===== config.mk =====
export PLATFORM = sky130hd
export DESIGN_NAME = exu_lsu_flat
export DESIGN_NICKNAME = d
export VERILOG_FILES = /design/src/rtl/exu_lsu_if.sv /design/src/rtl/exu_lsu.sv /design/src/flat_wrapper.sv
export SDC_FILE = /design/constraint.sdc
export NUM_CORES = 1
export LEC_CHECK = 0
export ABC_AREA = 1
export CAP_MARGIN = 20
export CORE_MARGIN = 4
export CORE_UTILIZATION = 44
export CTS_BUF_LIST = sky130_fd_sc_hd__clkbuf_16
export DETAILED_ROUTE_END_ITERATION = 16
export HOLD_SLACK_MARGIN = 0.12
export PLACE_DENSITY = 0.95
export SLEW_MARGIN = 20
export SYNTH_ARGS = -nofsm -noshare
export SYNTH_HDL_FRONTEND = slang
export SYNTH_SLANG_ARGS = --single-unit

===== constraint.sdc =====
create_clock -name i_clk -period 4.8 [get_ports i_clk]
set_input_delay 0.96 -clock i_clk [delete_from_list [all_inputs] [get_ports i_clk]]
set_output_delay 0.96 -clock i_clk [all_outputs]
set_load 0.05 [all_outputs]

===== src/rtl/exu_lsu_if.sv =====
// exu_lsu_if: bundles the ALU-side request, the req/gnt/rvalid data bus and
// the writeback beat of the load/store unit.
// slave  = the load/store unit itself.
// master = the surrounding pipeline and memory (drives the LSU inputs).
interface exu_lsu_if #(
  parameter int ADDR_W = 32
);
  logic              i_valid;
  logic              i_mem_wen;
  logic              i_mem_ren;
  logic [ADDR_W-1:0] i_mem_addr;
  logic [31:0]       i_wdata;
  logic [2:0]        i_funct3;
  logic              i_rd_wen;
  logic [4:0]        i_rd_addr;
  logic [31:0]       i_result;
  logic              o_stall;
  logic              o_dbus_req;
  logic              o_dbus_we;
  logic [ADDR_W-1:0] o_dbus_addr;
  logic [3:0]        o_dbus_be;
  logic [31:0]       o_dbus_wdata;
  logic              i_dbus_gnt;
  logic              i_dbus_rvalid;
  logic [31:0]       i_dbus_rdata;
  logic              o_wb_valid;
  logic              o_wb_rd_wen;
  logic [4:0]        o_wb_rd_addr;
  logic [31:0]       o_wb_data;
  logic              o_misalign;

  modport slave (
    input  i_valid, i_mem_wen, i_mem_ren, i_mem_addr, i_wdata, i_funct3,
           i_rd_wen, i_rd_addr, i_result, i_dbus_gnt, i_dbus_rvalid, i_dbus_rdata,
    output o_stall, o_dbus_req, o_dbus_we, o_dbus_addr, o_dbus_be, o_dbus_wdata,
           o_wb_valid, o_wb_rd_wen, o_wb_rd_addr, o_wb_data, o_misalign
  );

  modport master (
    output i_valid, i_mem_wen, i_mem_ren, i_mem_addr, i_wdata, i_funct3,
           i_rd_wen, i_rd_addr, i_result, i_dbus_gnt, i_dbus_rvalid, i_dbus_rdata,
    input  o_stall, o_dbus_req, o_dbus_we, o_dbus_addr, o_dbus_be, o_dbus_wdata,
           o_wb_valid, o_wb_rd_wen, o_wb_rd_addr, o_wb_data, o_misalign
  );
endinterface


===== src/rtl/exu_lsu.sv =====
// exu_lsu: load/store unit. Accepts a memory op from the ALU/AGU, runs one
// req/gnt(/rvalid) data bus transaction, formats store lanes, aligns and
// extends load data, and returns one writeback beat per op. Non-memory ops
// pass straight through to writeback in the same cycle.
// Optional feature macro: LSU_MISALIGN_CHK_EN (misaligned H/W accesses skip
// the bus and return a beat flagged with o_misalign).
module exu_lsu #(
  parameter int ADDR_W = 32
) (
  input logic    i_clk,
  input logic    i_rst,
  exu_lsu_if.slave lsu
);

  typedef enum logic [1:0] {IDLE, REQ, WAIT, DONE} state_t;

  state_t            state;
  logic              req_q;
  logic              we_q;
  logic [ADDR_W-1:0] addr_q;
  logic [3:0]        be_q;
  logic [31:0]       wdata_q;
  logic [2:0]        f3_q;
  logic [1:0]        off_q;
  logic              rd_wen_q;
  logic [4:0]        rd_addr_q;
  logic [31:0]       ld_data_q;
  logic              mem_op;
  logic              accept;
`ifdef LSU_MISALIGN_CHK_EN
  logic              misalign_q;
`endif

  function automatic logic [3:0] store_be(input logic [2:0] f3, input logic [1:0] off);
    case (f3[1:0])
      2'b00:   store_be = 4'b0001 << off;
      2'b01:   store_be = off[1] ? 4'b1100 : 4'b0011;
      default: store_be = 4'b1111;
    endcase
  endfunction

  function automatic logic [31:0] store_data(input logic [2:0] f3, input logic [31:0] w);
    case (f3[1:0])
      2'b00:   store_data = {4{w[7:0]}};
      2'b01:   store_data = {2{w[15:0]}};
      default: store_data = w;
    endcase
  endfunction

  function automatic logic [31:0] load_align(input logic [2:0] f3, input logic [1:0] off,
                                             input logic [31:0] rdata);
    logic [7:0]  b;
    logic [15:0] h;
    b = rdata[8*off +: 8];
    h = off[1] ? rdata[31:16] : rdata[15:0];
    case (f3)
      3'b000:  load_align = {{24{b[7]}}, b};
      3'b100:  load_align = {24'h0, b};
      3'b001:  load_align = {{16{h[15]}}, h};
      3'b101:  load_align = {16'h0, h};
      default: load_align = rdata;
    endcase
  endfunction

`ifdef LSU_MISALIGN_CHK_EN
  function automatic logic is_misaligned(input logic [2:0] f3, input logic [1:0] off);
    is_misaligned = ((f3[1:0] == 2'b01) && off[0]) || ((f3[1:0] == 2'b10) && (off != 2'b00));
  endfunction
`endif

  assign mem_op = lsu.i_mem_wen | lsu.i_mem_ren;
  assign accept = (state == IDLE) && lsu.i_valid && mem_op && !i_rst;

  // Access FSM: latches the op at acceptance and sequences the bus handshake
  always_ff @(posedge i_clk) begin
    if (i_rst) begin
      state     <= IDLE;
      req_q     <= 1'b0;
      we_q      <= 1'b0;
      addr_q    <= '0;
      be_q      <= 4'h0;
      wdata_q   <= 32'h0;
      rd_wen_q  <= 1'b0;
      ld_data_q <= 32'h0;
`ifdef LSU_MISALIGN_CHK_EN
      misalign_q <= 1'b0;
`endif
    end else begin
      case (state)
        IDLE: begin
          if (accept) begin
            we_q      <= lsu.i_mem_wen;
            addr_q    <= {lsu.i_mem_addr[ADDR_W-1:2], 2'b00};
            be_q      <= store_be(lsu.i_funct3, lsu.i_mem_addr[1:0]);
            wdata_q   <= store_data(lsu.i_funct3, lsu.i_wdata);
            f3_q      <= lsu.i_funct3;
            off_q     <= lsu.i_mem_addr[1:0];
            rd_wen_q  <= lsu.i_rd_wen;
            rd_addr_q <= lsu.i_rd_addr;
            ld_data_q <= 32'h0;
`ifdef LSU_MISALIGN_CHK_EN
            if (is_misaligned(lsu.i_funct3, lsu.i_mem_addr[1:0])) begin
              misalign_q <= 1'b1;
              state      <= DONE;
            end else begin
              req_q <= 1'b1;
              state <= REQ;
            end
`else
            req_q <= 1'b1;
            state <= REQ;
`endif
          end
        end
        REQ: begin
          if (lsu.i_dbus_gnt) begin
            req_q <= 1'b0;
            state <= we_q ? DONE : WAIT;
          end
        end
        WAIT: begin
          if (lsu.i_dbus_rvalid) begin
            ld_data_q <= load_align(f3_q, off_q, lsu.i_dbus_rdata);
            state     <= DONE;
          end
        end
        default: begin
`ifdef LSU_MISALIGN_CHK_EN
          misalign_q <= 1'b0;
`endif
          state <= IDLE;
        end
      endcase
    end
  end

  assign lsu.o_dbus_req   = req_q;
  assign lsu.o_dbus_we    = we_q;
  assign lsu.o_dbus_addr  = addr_q;
  assign lsu.o_dbus_be    = be_q;
  assign lsu.o_dbus_wdata = wdata_q;
  assign lsu.o_stall      = (state == REQ) || (state == WAIT) || accept;
`ifdef LSU_MISALIGN_CHK_EN
  assign lsu.o_misalign   = (state == DONE) && misalign_q;
`else
  assign lsu.o_misalign   = 1'b0;
`endif

  // Writeback mux: same-cycle passthrough in IDLE, registered beat in DONE
  always_comb begin
    lsu.o_wb_valid   = 1'b0;
    lsu.o_wb_rd_wen  = 1'b0;
    lsu.o_wb_rd_addr = 5'd0;
    lsu.o_wb_data    = 32'h0;
    if (state == DONE) begin
      lsu.o_wb_valid   = 1'b1;
      lsu.o_wb_rd_addr = rd_addr_q;
      lsu.o_wb_data    = ld_data_q;
`ifdef LSU_MISALIGN_CHK_EN
      lsu.o_wb_rd_wen  = rd_wen_q && !we_q && !misalign_q;
`else
      lsu.o_wb_rd_wen  = rd_wen_q && !we_q;
`endif
    end else if ((state == IDLE) && lsu.i_valid && !mem_op && !i_rst) begin
      lsu.o_wb_valid   = 1'b1;
      lsu.o_wb_rd_wen  = lsu.i_rd_wen;
      lsu.o_wb_rd_addr = lsu.i_rd_addr;
      lsu.o_wb_data    = lsu.i_result;
    end
  end

endmodule


===== src/flat_wrapper.sv =====
// flat-port wrapper written by rule: the top's interface ports become plain ports
module exu_lsu_flat 
#(
  parameter int ADDR_W = 32
)
  (i_clk, i_rst, lsu_i_valid, lsu_i_mem_wen, lsu_i_mem_ren, lsu_i_mem_addr, lsu_i_wdata, lsu_i_funct3, lsu_i_rd_wen, lsu_i_rd_addr, lsu_i_result, lsu_i_dbus_gnt, lsu_i_dbus_rvalid, lsu_i_dbus_rdata, lsu_o_stall, lsu_o_dbus_req, lsu_o_dbus_we, lsu_o_dbus_addr, lsu_o_dbus_be, lsu_o_dbus_wdata, lsu_o_wb_valid, lsu_o_wb_rd_wen, lsu_o_wb_rd_addr, lsu_o_wb_data, lsu_o_misalign);
  exu_lsu_if #(.ADDR_W(ADDR_W)) lsu_i ();
  input logic i_clk;
  input logic i_rst;
  input wire logic [$bits(lsu_i.i_valid)-1:0] lsu_i_valid;
  input wire logic [$bits(lsu_i.i_mem_wen)-1:0] lsu_i_mem_wen;
  input wire logic [$bits(lsu_i.i_mem_ren)-1:0] lsu_i_mem_ren;
  input wire logic [$bits(lsu_i.i_mem_addr)-1:0] lsu_i_mem_addr;
  input wire logic [$bits(lsu_i.i_wdata)-1:0] lsu_i_wdata;
  input wire logic [$bits(lsu_i.i_funct3)-1:0] lsu_i_funct3;
  input wire logic [$bits(lsu_i.i_rd_wen)-1:0] lsu_i_rd_wen;
  input wire logic [$bits(lsu_i.i_rd_addr)-1:0] lsu_i_rd_addr;
  input wire logic [$bits(lsu_i.i_result)-1:0] lsu_i_result;
  input wire logic [$bits(lsu_i.i_dbus_gnt)-1:0] lsu_i_dbus_gnt;
  input wire logic [$bits(lsu_i.i_dbus_rvalid)-1:0] lsu_i_dbus_rvalid;
  input wire logic [$bits(lsu_i.i_dbus_rdata)-1:0] lsu_i_dbus_rdata;
  output wire logic [$bits(lsu_i.o_stall)-1:0] lsu_o_stall;
  output wire logic [$bits(lsu_i.o_dbus_req)-1:0] lsu_o_dbus_req;
  output wire logic [$bits(lsu_i.o_dbus_we)-1:0] lsu_o_dbus_we;
  output wire logic [$bits(lsu_i.o_dbus_addr)-1:0] lsu_o_dbus_addr;
  output wire logic [$bits(lsu_i.o_dbus_be)-1:0] lsu_o_dbus_be;
  output wire logic [$bits(lsu_i.o_dbus_wdata)-1:0] lsu_o_dbus_wdata;
  output wire logic [$bits(lsu_i.o_wb_valid)-1:0] lsu_o_wb_valid;
  output wire logic [$bits(lsu_i.o_wb_rd_wen)-1:0] lsu_o_wb_rd_wen;
  output wire logic [$bits(lsu_i.o_wb_rd_addr)-1:0] lsu_o_wb_rd_addr;
  output wire logic [$bits(lsu_i.o_wb_data)-1:0] lsu_o_wb_data;
  output wire logic [$bits(lsu_i.o_misalign)-1:0] lsu_o_misalign;
  assign lsu_i.i_valid = lsu_i_valid;
  assign lsu_i.i_mem_wen = lsu_i_mem_wen;
  assign lsu_i.i_mem_ren = lsu_i_mem_ren;
  assign lsu_i.i_mem_addr = lsu_i_mem_addr;
  assign lsu_i.i_wdata = lsu_i_wdata;
  assign lsu_i.i_funct3 = lsu_i_funct3;
  assign lsu_i.i_rd_wen = lsu_i_rd_wen;
  assign lsu_i.i_rd_addr = lsu_i_rd_addr;
  assign lsu_i.i_result = lsu_i_result;
  assign lsu_i.i_dbus_gnt = lsu_i_dbus_gnt;
  assign lsu_i.i_dbus_rvalid = lsu_i_dbus_rvalid;
  assign lsu_i.i_dbus_rdata = lsu_i_dbus_rdata;
  assign lsu_o_stall = lsu_i.o_stall;
  assign lsu_o_dbus_req = lsu_i.o_dbus_req;
  assign lsu_o_dbus_we = lsu_i.o_dbus_we;
  assign lsu_o_dbus_addr = lsu_i.o_dbus_addr;
  assign lsu_o_dbus_be = lsu_i.o_dbus_be;
  assign lsu_o_dbus_wdata = lsu_i.o_dbus_wdata;
  assign lsu_o_wb_valid = lsu_i.o_wb_valid;
  assign lsu_o_wb_rd_wen = lsu_i.o_wb_rd_wen;
  assign lsu_o_wb_rd_addr = lsu_i.o_wb_rd_addr;
  assign lsu_o_wb_data = lsu_i.o_wb_data;
  assign lsu_o_misalign = lsu_i.o_misalign;
  exu_lsu #(.ADDR_W(ADDR_W)) u_core (.i_clk(i_clk), .i_rst(i_rst), .lsu(lsu_i));
endmodule

==> results of run 1 <==
worst reg2reg max path, stage by stage, from the launching register on:
cell and delay [ps]:
dfxtp_1 330, inv_1 110, ha_1 280, nand2_2 110
nor2_4 110, nand2_4 270, inv_2 130, buf_4 690
o21ai_0 280, a31oi_1 190
area by class of cell:
class	count	area (sq um)	share of cell area
Timing Repair Buffer	257	2958	0.3292
Tap cell	168	210.2	0.02340
Inverter	23	91.34	0.01017
Sequential cell	113	2362	0.2629
Multi-Input combinational cell	618	2813	0.3130
Clock inverter	15	125.1	0.01393
Clock buffer	17	425.4	0.04735
flip-flops by register name (all words and copies together), names as in the netlist:
name / flops
u_core.f3_q: 3
u_core.ld_data_q: 32
u_core.lsu.o_dbus_addr: 30
u_core.lsu.o_dbus_be: 4
u_core.lsu.o_dbus_req: 1
u_core.lsu.o_dbus_wdata: 32
u_core.lsu.o_dbus_we: 1
u_core.off_q: 2
u_core.rd_addr_q: 5
u_core.rd_wen_q: 1
u_core.state: 2
power by group:
group	total [mW]	leakage, nW	internal (mW)	switching [mW]
Clock	1.18	0.284	0.749	0.429
Sequential	1.17	0.932	1.09	0.0775
Combinational	1.38	2.44	0.491	0.886
Total	3.72	3.65	2.33	1.39
per-layer routing:
layer / vias up / GRT usage / share of wire
met1: 2909 / 0.2804 / 0.37
met3: 44 / 0.1001 / 0.10
met2: 353 / 0.4587 / 0.49
met5: - / 0 / 0
li1: 3069 / - / -
met4: 0 / 0.1069 / 0.031
synth_stat cells, drive strengths merged:
library cell	count	area share
edfxtp	10	0.054
dfxtp	103	0.37
nand2	220	0.16
nor2	166	0.12
nand4	1	0.0011
nand3b	1	0.0014
or2	6	0.0068
a41oi	2	0.0032
conb	1	0.00068
o211ai	4	0.0054
a31oi	15	0.017
clkbuf	23	0.016
nand3	45	0.043
inv	23	0.016
buf	33	0.037
nor3	3	0.0027
a21oi	54	0.052
o21ai	94	0.085
ha	4	0.0090
kinds of logic after synthesis:
kind of cell             synth area share
other                           0.0006759
AND/OR/NAND/NOR                    0.3331
flip-flops                         0.4258
buffers and inverters             0.06901
adder cells (fa/ha/maj)          0.009022
AO/OA/AOI/OAI                      0.1624
worst max path at each step:
stage	from	to	slack (ps)	cells past startpoint
finish	i_rst	lsu_o_wb_data[7]	1030	9
global placement	i_rst	lsu_o_wb_data[7]	1030	9
detailed placement	i_rst	lsu_o_wb_data[7]	1030	9
floorplan	i_rst	lsu_o_wb_valid	1490	4
CTS	i_rst	lsu_o_wb_data[7]	1030	9
global route	i_rst	lsu_o_wb_data[7]	920	9
cell usage in the layout, fill, tap and decap left out, types with 5 or more instances in the layout:
cell             Yosys  final
a21oi_1             49     49
a21oi_2              5      5
a31oi_1             15     15
buf_12               0     40
buf_4                8      6
clkbuf_16            0     17
clkdlybuf4s50_1      0    211
clkinv_2             0      6
dfxtp_1            103    103
edfxtp_1            10     10
inv_1               18     19
inv_2                4      5
nand2_1            211    211
nand2_4              6      6
nand3_1             44     44
nor2_1             153    152
nor2_2              11     12
o21ai_0             92     92
or2_2                6      6
==> qor.csv, run 1 <==
stage;metric;value;unit
hold_path;WHS Endpoint;u_core.ld_data_q[29];
cells_and_area;Fillers;853;
logic_synthesis;Synth Register Bits;113;
clock_tree;count of hold buffers inserted by post-cts repair;0;
clock_tree;total CTS buffers;17;
global_route;largest net degree at the start of global routing;98;
routing;Starting DRT DRC Count;412;
global_route;number of global-route vias before repair;6158;
worst_setup_path;FF-to-FF Start;u_core.state[0];
sta;PnR worst setup slack;1029;ps
worst_setup_path;Largest stage delay, worst path;550;ps
worst_setup_path;r2r setup slk;2220;ps
logic_synthesis;sequential element share of the synthesized area;0.4258;
worst_setup_path;CP Launch Type;primary input;
sta;Least-Margin Pin Slew;933.5;ps
worst_setup_path;worst-path maximum fanout;38;
sta;setup TNS;0;ps
status;outcome;complete, no violations;
cells_and_area;synthesis-to-layout area growth;61.95;%
placed_design;DP Area;8434;sq um
clock_tree;CTS tree;done;
placed_design;IO buf count;251;
routing;drt pass-1 iters;7;
routing;DRC violations left;0;
worst_setup_path;Reg2Reg Depth;9;
global_route;gr usage total;0.2606;
floorplan;Ports;255;
floorplan;die width;120.3;microns
worst_setup_path;CP most frequent cell;buf_4;
hold_path;min-delay worst type;reg -> reg;
floorplan;Die Y;120.3;microns
cells_and_area;Final Cell Area;8985;sq um
power_and_ir_drop;Leak;3.655;nW
worst_setup_path;Setup CP Type;in -> out;
global_route;GRT overflow;0;
sta;Setup Viol. Count Final;0;
sta;worst hold slack;465.6;ps
cells_and_area;fin util;0.7388;
cells_and_area;Nets;1178;
sta;max frequency;0.2652;GHz
global_route;initial antenna violation count;0;
sta;Period Utilization, post-route;0.7856;
placed_design;Post-DP HPWL;14.61;mm
clock_tree;H-tree depth;4;
logic_synthesis;Yosys cell types;31;
logic_synthesis;post-synthesis area per instance;6.866;sq um
sta;count of pins over their slew limit;0;
worst_setup_path;data required time of the worst path;3840;ps
routing;final wirelength;19.67;mm
routing;post-route ant nets;0;
routing;Vias;6375;
worst_setup_path;worst reg2reg path endpoint;u_core.lsu.o_dbus_wdata[23];
clock_tree;CTS sink cnt;113;
job;number of max-cap violations;0;
cells_and_area;n_diodes;0;
worst_setup_path;Crit path arrival time;2810;ps
floorplan;Initial Util;0.4562;
floorplan;Core Region;12160;sq um
sta;Clock Skew;21.73;ps
cells_and_area;fraction of layout cells with a size suffix above 1;0.1103;
worst_setup_path;CP top delay family;buffers and inverters;
clock_tree;clk_lat worst skew;400;ps
hold_path;hold depth;2;
floorplan;Die ar.;14470;sq um
clock_tree;PostCTS Resize Cnt;0;
logic_synthesis;Syn Inst Count;808;
sta;RSZ-0062 raised after global routing;no;
cells_and_area;final non-filler cell total;1211;
sta;fin crit period;3771;ps
power_and_ir_drop;Pwr Density;414.2;nW/um^2
worst_setup_path;CP max stage cell;clkdlybuf4s50_1;
logic_synthesis;synthesized area;5548;sq um
power_and_ir_drop;worst vdd ir;0.2876;mV
placed_design;placed insts;1179;
sta;Relative slew margins;0.3777;
clock_tree;Max Root-Sink Buffers;2;
logic_synthesis;Ys Warns;0;
placed_design;DP Worst Slack;1033;ps
placed_design;Final GP Congestion;0.9904;
routing;drt wl/cell;16.25;microns
floorplan;# rows;40;
hold_path;Hold Path Origin;u_core.ld_data_q[29];
clock_tree;Worst-path clk slew;50;ps
routing;via/cell ratio;5.264;
sta;Hold Vio Cnt, Final;0;
clock_tree;setup bufs post-CTS;0;
global_route;first-pass GRT wire length;30.17;mm
worst_setup_path;Buf/Inv on CP;5;
worst_setup_path;Worst setup EP type;output pin;
power_and_ir_drop;total power;3.721;mW
clock_tree;Root Driver;clkbuf_16;
worst_setup_path;cells along the critical path;clkdlybuf4s50_1 > buf_4 > inv_2 > nand2_1 > nor2_2 > buf_4 > nand3_1 > o21ai_0 > buf_12;
Note: power is estimated with default switching activity, not from simulation.
==> run 2, diff against run 1 <==
--- a/config.mk
+++ b/config.mk
@@ -8,11 +8,11 @@
 export ABC_AREA = 1
 export CAP_MARGIN = 20
 export CORE_MARGIN = 4
-export CORE_UTILIZATION = 44
+export CORE_UTILIZATION = 42
 export CTS_BUF_LIST = sky130_fd_sc_hd__clkbuf_16
 export DETAILED_ROUTE_END_ITERATION = 16
 export HOLD_SLACK_MARGIN = 0.12
-export PLACE_DENSITY = 0.95
+export PLACE_DENSITY = 0.91
 export SLEW_MARGIN = 20
 export SYNTH_ARGS = -nofsm -noshare
 export SYNTH_HDL_FRONTEND = slang
==> constraint.sdc (replaced) <==
create_clock -name i_clk -period 3.73 [get_ports i_clk]
set_input_delay 0.746 -clock i_clk [delete_from_list [all_inputs] [get_ports i_clk]]
set_output_delay 0.746 -clock i_clk [all_outputs]
set_load 0.05 [all_outputs]
==> qor.csv, run 2 (synthesis results as in run 1) <==
stage;metric;value;unit
status;outcome;complete, no violations;
global_route;initial antenna violation count;1;
floorplan;Die Y;122.9;microns
power_and_ir_drop;Pwr Density;546.6;nW/um^2
placed_design;IO buf count;251;
clock_tree;PostCTS Resize Cnt;0;
sta;max frequency;0.3162;GHz
cells_and_area;fraction of layout cells with a size suffix above 1;0.1148;
global_route;number of global-route vias before repair;6278;
cells_and_area;synthesis-to-layout area growth;63.40;%
worst_setup_path;Setup CP Type;in -> out;
routing;Starting DRT DRC Count;521;
worst_setup_path;cells along the critical path;clkdlybuf4s50_1 > nand2_2 > inv_1 > nand2_1 > nor2_2 > buf_4 > nand3_1 > o21ai_0 > buf_12;
floorplan;Ports;255;
worst_setup_path;Largest stage delay, worst path;470;ps
clock_tree;CTS sink cnt;113;
clock_tree;H-tree depth;4;
sta;count of pins over their slew limit;0;
floorplan;Die ar.;15110;sq um
power_and_ir_drop;Leak;3.669;nW
clock_tree;Root Driver;clkbuf_16;
worst_setup_path;worst-path maximum fanout;38;
job;number of max-cap violations;0;
cells_and_area;fin util;0.7097;
power_and_ir_drop;worst vdd ir;0.3771;mV
hold_path;min-delay worst type;reg -> reg;
clock_tree;setup bufs post-CTS;0;
worst_setup_path;r2r setup slk;1260;ps
clock_tree;Worst-path clk slew;50;ps
worst_setup_path;worst reg2reg path endpoint;u_core.lsu.o_dbus_wdata[18];
hold_path;Hold Path Origin;u_core.ld_data_q[24];
clock_tree;CTS tree;done;
cells_and_area;n_diodes;0;
floorplan;die width;122.9;microns
worst_setup_path;CP Launch Point;lsu_i_valid;
global_route;Most Crowded Layer GR;met2;
placed_design;Final GP Congestion;0.9058;
routing;drt wl/cell;16.56;microns
routing;DRC violations left;0;
sta;Setup Viol. Count Final;0;
global_route;GRT overflow;0;
floorplan;Core Region;12770;sq um
global_route;met1 Use GR;0.2682;
global_route;GR Util met2;0.4544;
cells_and_area;commonest non-fill, non-tap cells in the layout;nand2_1 (211), clkdlybuf4s50_1 (211), nor2_1 (152), dfxtp_1 (103), o21ai_0 (92);
global_route;largest net degree at the start of global routing;98;
placed_design;Post-DP HPWL;14.59;mm
routing;Vias;6309;
sta;setup TNS;0;ps
worst_setup_path;Reg2Reg Depth;9;
cells_and_area;Nets;1180;
global_route;first-pass GRT wire length;30.59;mm
worst_setup_path;data required time of the worst path;2980;ps
worst_setup_path;Buf/Inv on CP;4;
worst_setup_path;Crit path arrival time;2420;ps
floorplan;Initial Util;0.4343;
worst_setup_path;CP Launch Type;primary input;
power_and_ir_drop;total power;4.955;mW
sta;Least-Margin Pin Slew;930.1;ps
hold_path;hold depth;2;
hold_path;WHS Endpoint;u_core.ld_data_q[24];
routing;post-route ant nets;0;
sta;Relative slew margins;0.3799;
worst_setup_path;FF-to-FF Start;u_core.state[0];
routing;drt pass-1 iters;5;
sta;fin crit period;3162;ps
routing;final wirelength;20.16;mm
sta;Period Utilization, post-route;0.8478;
global_route;gr usage total;0.2614;
sta;Clock Skew;5.454;ps
clock_tree;total CTS buffers;17;
worst_setup_path;Worst setup EP type;output pin;
worst_setup_path;CP max stage cell;clkdlybuf4s50_1;
sta;Hold Vio Cnt, Final;0;
sta;RSZ-0062 raised after global routing;no;
global_route;GR Util met3;0.1107;
floorplan;# rows;41;
worst_setup_path;CP top delay family;buffers and inverters;
clock_tree;clk_lat worst skew;420;ps
clock_tree;Max Root-Sink Buffers;2;
clock_tree;count of hold buffers inserted by post-cts repair;0;
routing;via/cell ratio;5.184;
## run 2: changes by cell type in the layout (fill, tap and decap cells not counted), moves of 2 or more
cell | before | now
clkinv_2 | 6 | 1
clkinv_4 | 0 | 5
buf_4 | 6 | 8
clkinv_1 | 2 | 0
clkinvlp_4 | 1 | 3
inv_6 | 1 | 3
## run 2: how the worst max path moves through the flow
stage | cells after the start | slack [ps] | to
final | 9 | 570 | lsu_o_wb_data[7]
after CTS | 9 | 550 | lsu_o_wb_data[7]
after floorplan | 4 | 850 | lsu_o_wb_valid
after detailed placement | 9 | 550 | lsu_o_wb_data[7]
after global placement | 9 | 650 | lsu_o_wb_data[7]
after global routing | 10 | 420 | lsu_o_wb_data[7]
## run 2: report_power, final
group | total (mW) | switching (mW) | internal, mW | leakage [nW]
Clock | 1.67 | 0.616 | 1.06 | 0.290
Combinational | 1.79 | 1.15 | 0.635 | 2.45
Sequential | 1.50 | 0.0985 | 1.40 | 0.932
## run 2: routing by layer
metal,share of wire,wire length [microns]
met5,0.00064,13
met3,0.12,2326
met4,0.035,710
met1,0.36,7196
met2,0.49,9911
## run 2: final cells by class
cell class,instances,area [sq um]
clock buffers,17,425.4
clock inverters,15,185.2
fillers,939,3709
inverters,23,91.34
multi-input cells,618,2813
flip-flops and latches,113,2362
well taps,172,215.2
repair buffers,259,2973
## run 2: tightest hold or removal path, cell delays in order, from the launching register on
cell     delay (ps)
dfxtp_1         310
nand2_1          60
a21oi_1          50
## run 2: stage by stage
stage          hold slack [ps]  area [sq um]  std cells  setup slack, ps
2_1_floorplan            444.7          5555        810            849.1
3_3_place_gp             452.5          8454       1185            648.5
3_5_place_dp             456.1          8454       1185            549.1
4_1_cts                  465.5          9065       1217            554.8
5_1_grt                  482.7          9065       1217            418.8
6_report                 465.1          9065       1217            567.8
